--- src/rtl/dfa_pkg.sv ---
// Shared types and constants for the DFA equivalence monitor.
package dfa_pkg;
  localparam int DFA_STATE_W = 2;
  localparam int DFA_SYM_W   = 1;

  typedef logic [DFA_STATE_W-1:0] state_t;
  typedef logic [DFA_SYM_W-1:0]   sym_t;

  localparam logic SEL_A = 1'b0;
  localparam logic SEL_B = 1'b1;
endpackage

--- src/rtl/dfa_core.sv ---
// One programmable DFA: next-state table, accept vector and current-state register.
module dfa_core
  import dfa_pkg::*;
#(
  parameter int STATE_W     = 2,
  parameter int SYM_W       = 1,
  parameter int START_STATE = 1
) (
  input  logic               clk,
  input  logic               reset,
  input  logic               restart_i,
  input  logic               we_i,
  input  logic [STATE_W-1:0] cfg_state_i,
  input  logic [SYM_W-1:0]   cfg_sym_i,
  input  logic [STATE_W-1:0] cfg_next_i,
  input  logic               cfg_acc_i,
  input  logic               step_i,
  input  logic [SYM_W-1:0]   sym_i,
  output logic               acc_o
);
  localparam int NS = 2 ** STATE_W;
  localparam int NA = 2 ** SYM_W;
  localparam logic [STATE_W-1:0] START = STATE_W'(START_STATE);

  logic [NS-1:0][NA-1:0][STATE_W-1:0] nxt_q;
  logic [NS-1:0]                      acc_q;
  logic [STATE_W-1:0]                 state_q, state_d;

  always_comb begin
    state_d = state_q;
    if (restart_i)   state_d = START;
    else if (step_i) state_d = nxt_q[state_q][sym_i];
  end

  // Table writes land at this edge; a step in the same cycle still sees the old entry.
  always_ff @(posedge clk) begin
    if (reset) begin
      nxt_q   <= '0;
      acc_q   <= '0;
      state_q <= START;
    end else begin
      if (we_i) begin
        nxt_q[cfg_state_i][cfg_sym_i] <= cfg_next_i;
        acc_q[cfg_state_i]            <= cfg_acc_i;
      end
      state_q <= state_d;
    end
  end

  assign acc_o = acc_q[state_q];
endmodule

--- src/rtl/dfa_equiv_monitor.sv ---
// Runs two programmable DFAs in lockstep and flags the first symbol count at which they disagree.
module dfa_equiv_monitor
  import dfa_pkg::*;
#(
  parameter int STATE_W     = 2,
  parameter int SYM_W       = 1,
  parameter int START_STATE = 1,
  parameter int CNT_W       = 16
) (
  input  logic               clk,
  input  logic               reset,
  input  logic               cfg_we,
  input  logic               cfg_sel,
  input  logic [STATE_W-1:0] cfg_state,
  input  logic [SYM_W-1:0]   cfg_sym,
  input  logic [STATE_W-1:0] cfg_next,
  input  logic               cfg_acc,
  input  logic               restart,
  input  logic               in_valid,
  input  logic [SYM_W-1:0]   in_sym,
  output logic               in_ready,
  output logic               out_a,
  output logic               out_b,
  output logic               mismatch,
  output logic [CNT_W-1:0]   mismatch_idx,
  output logic [CNT_W-1:0]   sym_count
);
  logic             step;
  logic             we_a, we_b;
  logic [CNT_W-1:0] cnt_q, cnt_d, idx_q, idx_d;
  logic             mm_q, mm_d;

  assign in_ready = ~cfg_we & ~restart;
  assign step     = in_valid & in_ready;
  assign we_a     = cfg_we & (cfg_sel == SEL_A);
  assign we_b     = cfg_we & (cfg_sel == SEL_B);

  dfa_core #(.STATE_W(STATE_W), .SYM_W(SYM_W), .START_STATE(START_STATE)) u_dfa_a (
    .clk(clk), .reset(reset), .restart_i(restart), .we_i(we_a),
    .cfg_state_i(cfg_state), .cfg_sym_i(cfg_sym), .cfg_next_i(cfg_next), .cfg_acc_i(cfg_acc),
    .step_i(step), .sym_i(in_sym), .acc_o(out_a)
  );

  dfa_core #(.STATE_W(STATE_W), .SYM_W(SYM_W), .START_STATE(START_STATE)) u_dfa_b (
    .clk(clk), .reset(reset), .restart_i(restart), .we_i(we_b),
    .cfg_state_i(cfg_state), .cfg_sym_i(cfg_sym), .cfg_next_i(cfg_next), .cfg_acc_i(cfg_acc),
    .step_i(step), .sym_i(in_sym), .acc_o(out_b)
  );

  // The compare sees the count before this cycle's symbol, so idx is the length of the word read.
  always_comb begin
    cnt_d = cnt_q;
    mm_d  = mm_q;
    idx_d = idx_q;
    if (restart) begin
      cnt_d = '0;
      mm_d  = 1'b0;
      idx_d = '0;
    end else begin
      if (step && cnt_q != {CNT_W{1'b1}}) cnt_d = cnt_q + 1'b1;
      if (!mm_q && (out_a != out_b)) begin
        mm_d  = 1'b1;
        idx_d = cnt_q;
      end
    end
  end

  always_ff @(posedge clk) begin
    if (reset) begin
      cnt_q <= '0;
      mm_q  <= 1'b0;
      idx_q <= '0;
    end else begin
      cnt_q <= cnt_d;
      mm_q  <= mm_d;
      idx_q <= idx_d;
    end
  end

  assign sym_count    = cnt_q;
  assign mismatch     = mm_q;
  assign mismatch_idx = idx_q;
endmodule

--- config.mk ---
export PLATFORM = sky130hd
export DESIGN_NAME = dfa_equiv_monitor
export DESIGN_NICKNAME = d
export VERILOG_FILES = /design/src/rtl/dfa_pkg.sv /design/src/rtl/dfa_core.sv /design/src/rtl/dfa_equiv_monitor.sv
export SDC_FILE = /design/constraint.sdc
export NUM_CORES = 1
export LEC_CHECK = 0
export CORE_MARGIN = 2
export CORE_UTILIZATION = 49
export CTS_CLUSTER_DIAMETER = 30
export CTS_CLUSTER_SIZE = 8
export DETAILED_ROUTE_END_ITERATION = 7
export HOLD_SLACK_MARGIN = 0.02
export PLACE_DENSITY_LB_ADDON = 0.3
export SYNTH_ARGS = -nofsm -noshare
export SYNTH_HDL_FRONTEND = slang
export SYNTH_HIERARCHICAL = 1
export SYNTH_SLANG_ARGS = --single-unit
--- constraint.sdc ---
create_clock -name clk -period 2.3 [get_ports clk]
set_clock_uncertainty 0.05 [all_clocks]
set_input_delay 0.575 -clock clk [delete_from_list [all_inputs] [get_ports clk]]
set_output_delay 0.575 -clock clk [all_outputs]
set_load 0.1 [all_outputs]
== Yosys cells after proc, flatten, opt, wreduce, memory -nomap -nowiden ==
Index checks and enable logic that the tools add are counted.
Cells by class
  add/sub/neg operators: 1
  $lt $le $gt $ge: 7
  equality and inequality tests: 2
  bitwise gates (word level): 7
  multiplexer cells: 22
  reductions and logical operators: 6
Operators with widths (count)
  $bwmux 16: 2
  $add 16x1->16 const B: 1
  $bmux 4 s2: 2
  $ne 16x16->1 const B: 1
  $mux 4: 3
  $mux 2: 5
  $lt 2x3->1 const B: 3
  $bwmux 4: 2
  $demux 4 s2: 1
  $and 1x1->1: 4
  $bmux 1 s2: 2
  $logic_and 1x1->1: 4
  $lt 1x2->1 const B: 2
  $mux 1: 3
  $not 1->1: 3
  $demux 1 s2: 1
  $demux 2 s1: 1
  $ge 2x1->1 const B: 1
  $reduce_or 2->1: 1
  $ge 1x1->1 const B: 1
  $logic_not 1->1: 1
  $ne 1x1->1: 1
Storage, ports and cells
  bits in registers: 77
  word-level logic and storage cells: 68
  input bits: 13
  output and inout bits: 36

== Logic depth before layout (Yosys ltp) ==
Gate-level depths: netlist of run 1.
  depth after elaboration: 7
  mapped depth: 7
  depth with buffers taken out: 5

== Cells and area by module ==
Netlist of run 1, hierarchy kept.
Modules (own cells, without submodules)
  dfa_core: area each 1044.8 um^2, cells an instance 95, seq. area each 440.4 um^2, times used 2
  dfa_equiv_monitor: area each 1481.4 um^2, cells an instance 163, seq. area each 660.6 um^2, times used 1

== Least setup slack after synthesis of run 1 ==
No wires, ideal clock.
  path type: flip-flop to flip-flop
  start point: reg u_dfa_b.state_q[0]
  end point: reg idx_q[3], in the netlist mismatch_idx[3]
  arrival: 2.808 ns
  buffers on the path: 2
  cell stages (with the launch flop): 8
  library setup time: 0.128 ns
  period minus slack after synthesis: 2.986 ns
  required time: 2.122 ns
  slack: -0.686 ns
  path through: dfxtp_1 buf_6 mux4_1 xnor2_1 nor2_1 buf_2 mux2i_1 nor2_1
Between the ends
  cells in the longest elaborated chain, start to end: 4
Ends and longest elaborated chain
  start: declaration: line dfa_core.sv:27  | logic [STATE_W-1:0] state_q, state_d;
  start signal: assignment: line dfa_core.sv:46  | state_q <= state_d;
  $bmux 1 s2: line dfa_core.sv:50  | assign acc_o = acc_q[state_q];
  $mux 1 (not written as such): line dfa_core.sv:50
  via out_b: line dfa_equiv_monitor.sv:23  | output logic out_b,
  $ne 1x1->1: line dfa_equiv_monitor.sv:61  | if (!mm_q && (out_a != out_b)) begin
  $logic_and 1x1->1: line dfa_equiv_monitor.sv:61
  end signal: assignment: line dfa_equiv_monitor.sv:76  | idx_q <= idx_d;
  end: declaration: line dfa_equiv_monitor.sv:30  | logic [CNT_W-1:0] cnt_q, cnt_d, idx_q, idx_d;
The timed path passes the listed nets, and every way through them passes these cells. The select of a mux whose other input is x is not followed.
A chain may end at the register's enable or synchronous reset.

== Worst setup path in the final report of run 1 ==
  start point: reg u_dfa_b.state_q[0]
  end point: out out_b
Between the ends
  cells in the longest elaborated chain, start to end: 2
Ends and longest elaborated chain (line)
  $bmux 1 s2: dfa_core.sv:50
  $mux 1 (not written as such): dfa_core.sv:50
  end: declaration: dfa_equiv_monitor.sv:23
No other way between the ends. The select of a mux whose other input is x is not followed.

==> flow_summary.rst, run 1 <==
.. list-table::
   :header-rows: 1

   * - Metric
     - Value
   * - Result of the run
     - finished, final reports clean
   * - Top flip-flop cell by instance count after synthesis
     - dfxtp_1
   * - Worst min path class
     - register to register
   * - Initial detailed-routing violation count
     - 121
   * - Cell Count Post-Placement
     - 500
   * - Overall power consumption
     - 2.66 mW
   * - Launching element type of the critical path
     - register
   * - Post-layout minimum cycle time
     - 2.14 ns
   * - Initial antenna violation count
     - 0
   * - P_sw
     - 0.620 mW
   * - Layout area overhead
     - 25.4%
   * - Highest cell delay on the worst timing path
     - 0.59 ns
   * - Classification of the worst setup path
     - register to output pin
   * - Hold-fix buffer count after cts
     - 0
   * - Max-slew violation count
     - 0
   * - WP buf/inv
     - 1
   * - Leakage power summed over all cells
     - 1.78 nW
   * - Most frequent standard cell in the layout excluding fill and tap cells
     - dfxtp_1
   * - Critical path, cell by cell
     - mux4_2, buf_12
   * - Part of the power in combinational logic
     - 8.1%
   * - Synthesis warning total
     - 6
   * - Slew at the pin closest to its max-slew limit
     - 0.612 ns
   * - Tightest slew margin relative to the limit
     - 59.1%
   * - Met1 global-route usage
     - 26.0%
   * - Sequential share of power
     - 50.7%
   * - Number of max-capacitance violations reported
     - 0
   * - Total negative slack for setup checks
     - 0 ns
   * - CP required
     - 1.67 ns
   * - Kind of cell adding the most delay to the critical path
     - multiplexers
   * - WL final
     - 7830 µm
   * - First-pass GRT wire length
     - 13000 µm
   * - Fin cells
     - 515
   * - Sequential area share after synthesis
     - 43.2%
   * - Critical Path End Type
     - output pin
   * - Post-CTS Setup Repair Bufs
     - 0
   * - Number of rows in the core area
     - 31
   * - Horizontal die dimension
     - 89.4 µm
   * - Clock transition at the registers of the reported paths
     - 0.08 ns
   * - Die Footprint
     - 7990 µm²
   * - Commonest cells after routing, fill and taps aside
     - dfxtp_1 (69), nor2_1 (65), mux2i_1 (59)
   * - Last weighted congestion value of the routability-driven placer
     - 0.886
   * - Pin count of the biggest net entering global routing
     - 30
   * - Fraction of synthesis flops using an asynchronous set or reset pin
     - 0%
   * - Post-synthesis net count
     - 367
   * - Final layout net count
     - 426
   * - Final hold vios
     - 0
   * - DR DRC count
     - 0
   * - Root buf cell
     - clkbuf_8
   * - Number of vias per cell after detailed routing
     - 5.64
   * - Chip Height
     - 89.4 µm
   * - Final critical-path share of the clock period
     - 93.1%
   * - Number of inserted diodes
     - 0
   * - Proportion of total power due to net switching
     - 23.3%
   * - Internal power contribution
     - 2.04 mW
   * - Part of the total power dissipated in the clock network
     - 41.2%
   * - Final non-filler cell area
     - 4480 µm²
   * - Number of buffers added by the clock tree synthesis step
     - 9
   * - Grt met2 use
     - 35.2%
   * - Maximum net fanout on the critical path
     - 2
   * - Fmax
     - 467 MHz
   * - Power density over cell area
     - 595 nW/µm²
   * - CTS tree
     - done
   * - Number of iterations in the first detailed-routing pass
     - 4
   * - Number of global-route vias before repair
     - 2746
   * - Placement Cell Area
     - 4260 µm²
   * - Post-DRT Antenna Nets
     - 0
   * - Starting Density
     - 50.0%
   * - Post-synthesis average cell area
     - 10.1 µm²
   * - CP arrival
     - 1.52 ns
   * - Setup slack, reg-to-reg
     - 0.29 ns
   * - Post-Synthesis Cells
     - 353
   * - Cell area after technology mapping
     - 3570 µm²
   * - Clock latency reported for the late side of the worst-skew pair
     - 0.35 ns
   * - Post-synthesis sequential element count
     - 77
   * - Number of I/O port buffers
     - 48
   * - Depth of the CTS H-tree
     - 3
   * - Number of flops mapped to enable cells by yosys
     - 0
   * - Io pins
     - 49
   * - Finish-stage setup viols
     - 0
   * - Setup repair after global routing missed its margin
     - false
   * - Wirelength per Cell
     - 15.2 µm
   * - Overall via count from detail_route
     - 2907
   * - Deepest clock path buffer count
     - 2
   * - Fraction of final layout cells with drive strength greater than 1
     - 25.0%
   * - Core area
     - 7140 µm²
   * - Worst path slowest cell
     - mux4_2
   * - Final HPWL DP
     - 5540 µm
   * - Most crowded layer after global routing
     - met2
   * - Worst vdd rail ir drop
     - 0.362 mV
   * - Total routing resource utilization after global routing
     - 21.0%
   * - Met3 Track Usage GR
     - 5.17%
   * - Final Hold Slack
     - 0.443 ns
   * - Gr ovfl total
     - 0
   * - Clock sink total
     - 77
   * - Synth cell types
     - 42
path summary, 6_finish.rpt:
| kind | startpoint | end | cells past startpoint |
|---|---|---|---|
| worst max-delay path | u_dfa_b/state_q[0]$_SDFFE_PP1P_ | out_b | 2 |
| worst min-delay path | u_dfa_a/nxt_q[6]$_SDFFE_PP0P_ | u_dfa_a/nxt_q[6]$_SDFFE_PP0P_ | 2 |
| worst max register to register | sym_count[0]$_SDFFE_PP0P_ | sym_count[10]$_SDFFE_PP0P_ | 5 |
| worst min register to register | u_dfa_a/nxt_q[6]$_SDFFE_PP0P_ | u_dfa_a/nxt_q[6]$_SDFFE_PP0P_ | 2 |
kinds of logic (layout without fill, tap and decap cells):
| logic type | after synthesis | count (layout) | synth area share, % |
|---|---|---|---|
| AND/OR/NAND/NOR | 140 | 140 | 21.9 |
| flip-flops | 77 | 77 | 43.2 |
| multiplexers | 69 | 69 | 23.9 |
| AO/OA/AOI/OAI | 40 | 40 | 7.11 |
| buffers and inverters | 25 | 88 | 3.29 |
| adder cells (fa/ha/maj) | 1 | 1 | 0.350 |
| XOR/XNOR | 1 | 1 | 0.245 |
registers in the layout, summed over array words and instances, names as in the netlist:
register	cells
u_dfa_b/nxt_q	16
u_dfa_a/nxt_q	16
mismatch	1
u_dfa_a/acc_q	4
sym_count	16
u_dfa_a/state_q	2
u_dfa_b/acc_q	4
mismatch_idx	16
u_dfa_b/state_q	2
synth_stat cells (4+ instances only):
cell type / count / area share [%]
o21ai_0: 8 / 1.1
or3_1: 5 / 0.88
and4bb_2: 6 / 2.1
clkbuf_1: 13 / 1.4
nor2_1: 67 / 7.0
nand4_1: 5 / 0.88
nand4b_1: 7 / 1.7
mux2i_1: 59 / 17
a21oi_1: 14 / 2.0
dfxtp_1: 77 / 43
and4_1: 5 / 1.2
mux4_1: 10 / 7.4
nand3_1: 11 / 1.5
nand2_1: 7 / 0.74
buf_2: 7 / 0.98
nand3b_1: 4 / 0.84
metal layers:
metal  share of wire [%]  wire length (µm)
met3                 4.5               354
met5                   0                 0
met4                 1.8               139
met2                  50              3940
met1                  43              3390
repair_timing:
action | in CTS | in global routing
pin swaps | 1 | 0
endpoints found under the hold margin | 0 | 0
endpoints found under the setup margin | 4 | 3
gates resized for setup | 4 | 3
layout make-up:
type	instances	area (µm²)
clock inverters	6	88.8
flip-flops and latches	77	1550
well taps	99	124
clock buffers	9	124
multi-input cells	251	1930
fillers	619	2660
repair buffers	71	651
inverters	2	7.51
power groups by stage:
stage                     Combinational (mW)  Clock (mW)  Sequential, mW
after global placement                 0.216           0            1.38
after CTS                              0.219        1.12            1.35
after detailed placement               0.218           0            1.38
after floorplan                        0.119           0            1.39
after global routing                   0.232        1.18            1.35
final                                  0.217        1.10            1.35
per-stage QoR:
step | util [%] | setup WS [ns]
final | 62.7 | 0.159
after global placement | 59.6 | -0.387
after floorplan | - | -0.0208
after global routing | 62.7 | 0.115
after CTS | 62.6 | 0.0283
after detailed placement | 59.6 | -0.453
worst reg2reg max path, cell delays in order, from the launching register on:
cell and delay [ns]:
dfxtp_2 0.39, ha_1 0.27, nand4_1 0.21, or3_4 0.37, or4_1 0.51, a21oi_1 0.15
No activity file was read; power rests on OpenSTA's default activity.
==> run 2: changes to the inputs <==
Settings changed: HOLD_SLACK_MARGIN 0.02 to 0.03.
==> results of run 2 <==
Final layout, timing and power as in run 1 (identical DEF).
==> run 3: changes to the inputs <==
Settings changed: CORE_MARGIN 2 to 1, GPL_TIMING_DRIVEN set to 0.
==> run 3 against run 2 <==
- register-to-register slack lost 0.12 ns
- critical path depth grew 3
- fmax shrank 5.4%
- via count shrank 1.7%
- cell count shrank 0.78%
- worst hold slack lost 0.0036 ns
- sequential power is essentially flat
- first-iteration DRC count shrank 14%
- critical endpoint is now sym_count[13]$_SDFFE_PP0P_
==> flow_summary.rst, run 3 (same netlist as run 1, synthesis figures left out) <==
.. list-table::
   :header-rows: 1

   * - Metric
     - Value
   * - Fraction of final layout cells with drive strength greater than 1
     - 16.4%
   * - Classification of the worst setup path
     - primary input to register
   * - Io pins
     - 49
   * - CP required
     - 2.47 ns
   * - Clock sink total
     - 77
   * - Total routing resource utilization after global routing
     - 22.4%
   * - Number of rows in the core area
     - 30
   * - Worst min path class
     - register to register
   * - Number of buffers added by the clock tree synthesis step
     - 9
   * - Pin count of the biggest net entering global routing
     - 17
   * - Max-slew violation count
     - 0
   * - Finish-stage setup viols
     - 0
   * - Core area
     - 6910 µm²
   * - Placement Cell Area
     - 4180 µm²
   * - Number of inserted diodes
     - 0
   * - Tightest slew margin relative to the limit
     - 35.5%
   * - Horizontal die dimension
     - 87.4 µm
   * - Commonest cells after routing, fill and taps aside
     - dfxtp_1 (69), nor2_1 (65), mux2i_1 (59)
   * - Last weighted congestion value of the routability-driven placer
     - 0.803
   * - Result of the run
     - finished, final reports clean
   * - Final layout net count
     - 424
   * - Number of iterations in the first detailed-routing pass
     - 4
   * - DR DRC count
     - 0
   * - Root buf cell
     - clkbuf_8
   * - Post-layout minimum cycle time
     - 2.26 ns
   * - Initial detailed-routing violation count
     - 104
   * - CP arrival
     - 2.44 ns
   * - Final HPWL DP
     - 5590 µm
   * - Clock transition at the registers of the reported paths
     - 0.08 ns
   * - Post-Place Worst Slack
     - -0.869 ns
   * - Final Hold Slack
     - 0.440 ns
   * - Maximum net fanout on the critical path
     - 5
   * - Slew at the pin closest to its max-slew limit
     - 0.972 ns
   * - Leakage power summed over all cells
     - 1.74 nW
   * - Final non-filler cell area
     - 4320 µm²
   * - Number of max-capacitance violations reported
     - 0
   * - Launching element type of the critical path
     - primary input
   * - Initial antenna violation count
     - 0
   * - Number of I/O port buffers
     - 46
   * - Post-CTS Setup Repair Bufs
     - 0
   * - Final hold vios
     - 0
   * - Critical Path End Type
     - register
   * - Deepest clock path buffer count
     - 2
   * - Post-DRT Antenna Nets
     - 0
   * - Final worst slack
     - 0.0358 ns
   * - Number of filler instances in the final layout
     - 619
   * - Fmax
     - 442 MHz
   * - Depth of the CTS H-tree
     - 3
   * - Setup repair after global routing missed its margin
     - false
   * - Number of global-route vias before repair
     - 2797
   * - Overall power consumption
     - 2.56 mW
   * - Clock latency reported for the late side of the worst-skew pair
     - 0.35 ns
   * - Combined area of the multi-input logic cells
     - 1930 µm²
   * - First-pass GRT wire length
     - 13100 µm
   * - Layout area overhead
     - 21.1%
   * - WL final
     - 7870 µm
   * - Flip-flop and latch area
     - 1550 µm²
   * - Worst vdd rail ir drop
     - 0.401 mV
   * - Final critical-path share of the clock period
     - 98.4%
   * - Starting Density
     - 51.7%
   * - Gr ovfl total
     - 0
   * - Die Footprint
     - 7630 µm²
   * - Chip Height
     - 87.4 µm
   * - Overall via count from detail_route
     - 2859
   * - Wirelength per Cell
     - 15.4 µm
   * - Number of vias per cell after detailed routing
     - 5.59
   * - Most frequent standard cell in the layout excluding fill and tap cells
     - dfxtp_1
   * - Power density over cell area
     - 592 nW/µm²
   * - CTS tree
     - done
   * - Total negative slack for setup checks
     - 0 ns
## run 3: per-stage QoR
stage               util, %  cells
floorplan                 -    353
global placement       60.5    495
detailed placement     60.5    495
CTS                    62.9    511
global route           62.6    511
finish                 62.6    511
## run 3: path summary, 6_finish.rpt
kind | start | to | slack (ns) | depth (start not counted)
worst max register to register | u_dfa_b/state_q[0]$_SDFFE_PP1P_ | mismatch_idx[9]$_SDFFE_PP0P_ | 0.17 | 7
worst max-delay path | in_valid | sym_count[13]$_SDFFE_PP0P_ | 0.04 | 5
worst min register to register | mismatch_idx[14]$_SDFFE_PP0P_ | mismatch_idx[14]$_SDFFE_PP0P_ | 0.44 | 2
worst min-delay path | mismatch_idx[14]$_SDFFE_PP0P_ | mismatch_idx[14]$_SDFFE_PP0P_ | 0.44 | 2
## run 3: worst max-delay path, cell delays in order
cell and delay (ns):
clkdlybuf4s50_1 0.47, or3b_4 0.39, or4_4 0.58, o311ai_1 0.31, o41ai_1 0.12
## run 3: power by group
part	switching [mW]	total, mW	internal [mW]
Clock	0.516	1.02	0.504
Sequential	0.00649	1.35	1.34
Combinational	0.117	0.188	0.0710
## run 3: cell type report
cell class	instances	share of cell area, %
Timing Repair Buffer	46	9.20
Inverter	2	0.174
Multi-Input combinational cell	251	44.6
Clock inverter	7	1.74
Tap cell	96	2.78
Buffer	23	2.75
Sequential cell	77	35.9
Clock buffer	9	2.87
## run 3: what timing repair did
item / CTS / global route
pin swaps: 0 / 2
cloned: 0 / 0
hold buffers: 0 / 0
setup endpoints to repair: 45 / 32
gates resized for setup: 61 / 18
## run 3: routing by layer
metal | up-vias | routed length [µm] | global-route usage (%)
met2 | 72 | 3890 | 38.2
met3 | 14 | 240 | 5.02
met4 | 0 | 154 | 10.3
met5 | - | 0 | 0
li1 | 1423 | - | -
met1 | 1350 | 3590 | 26.9
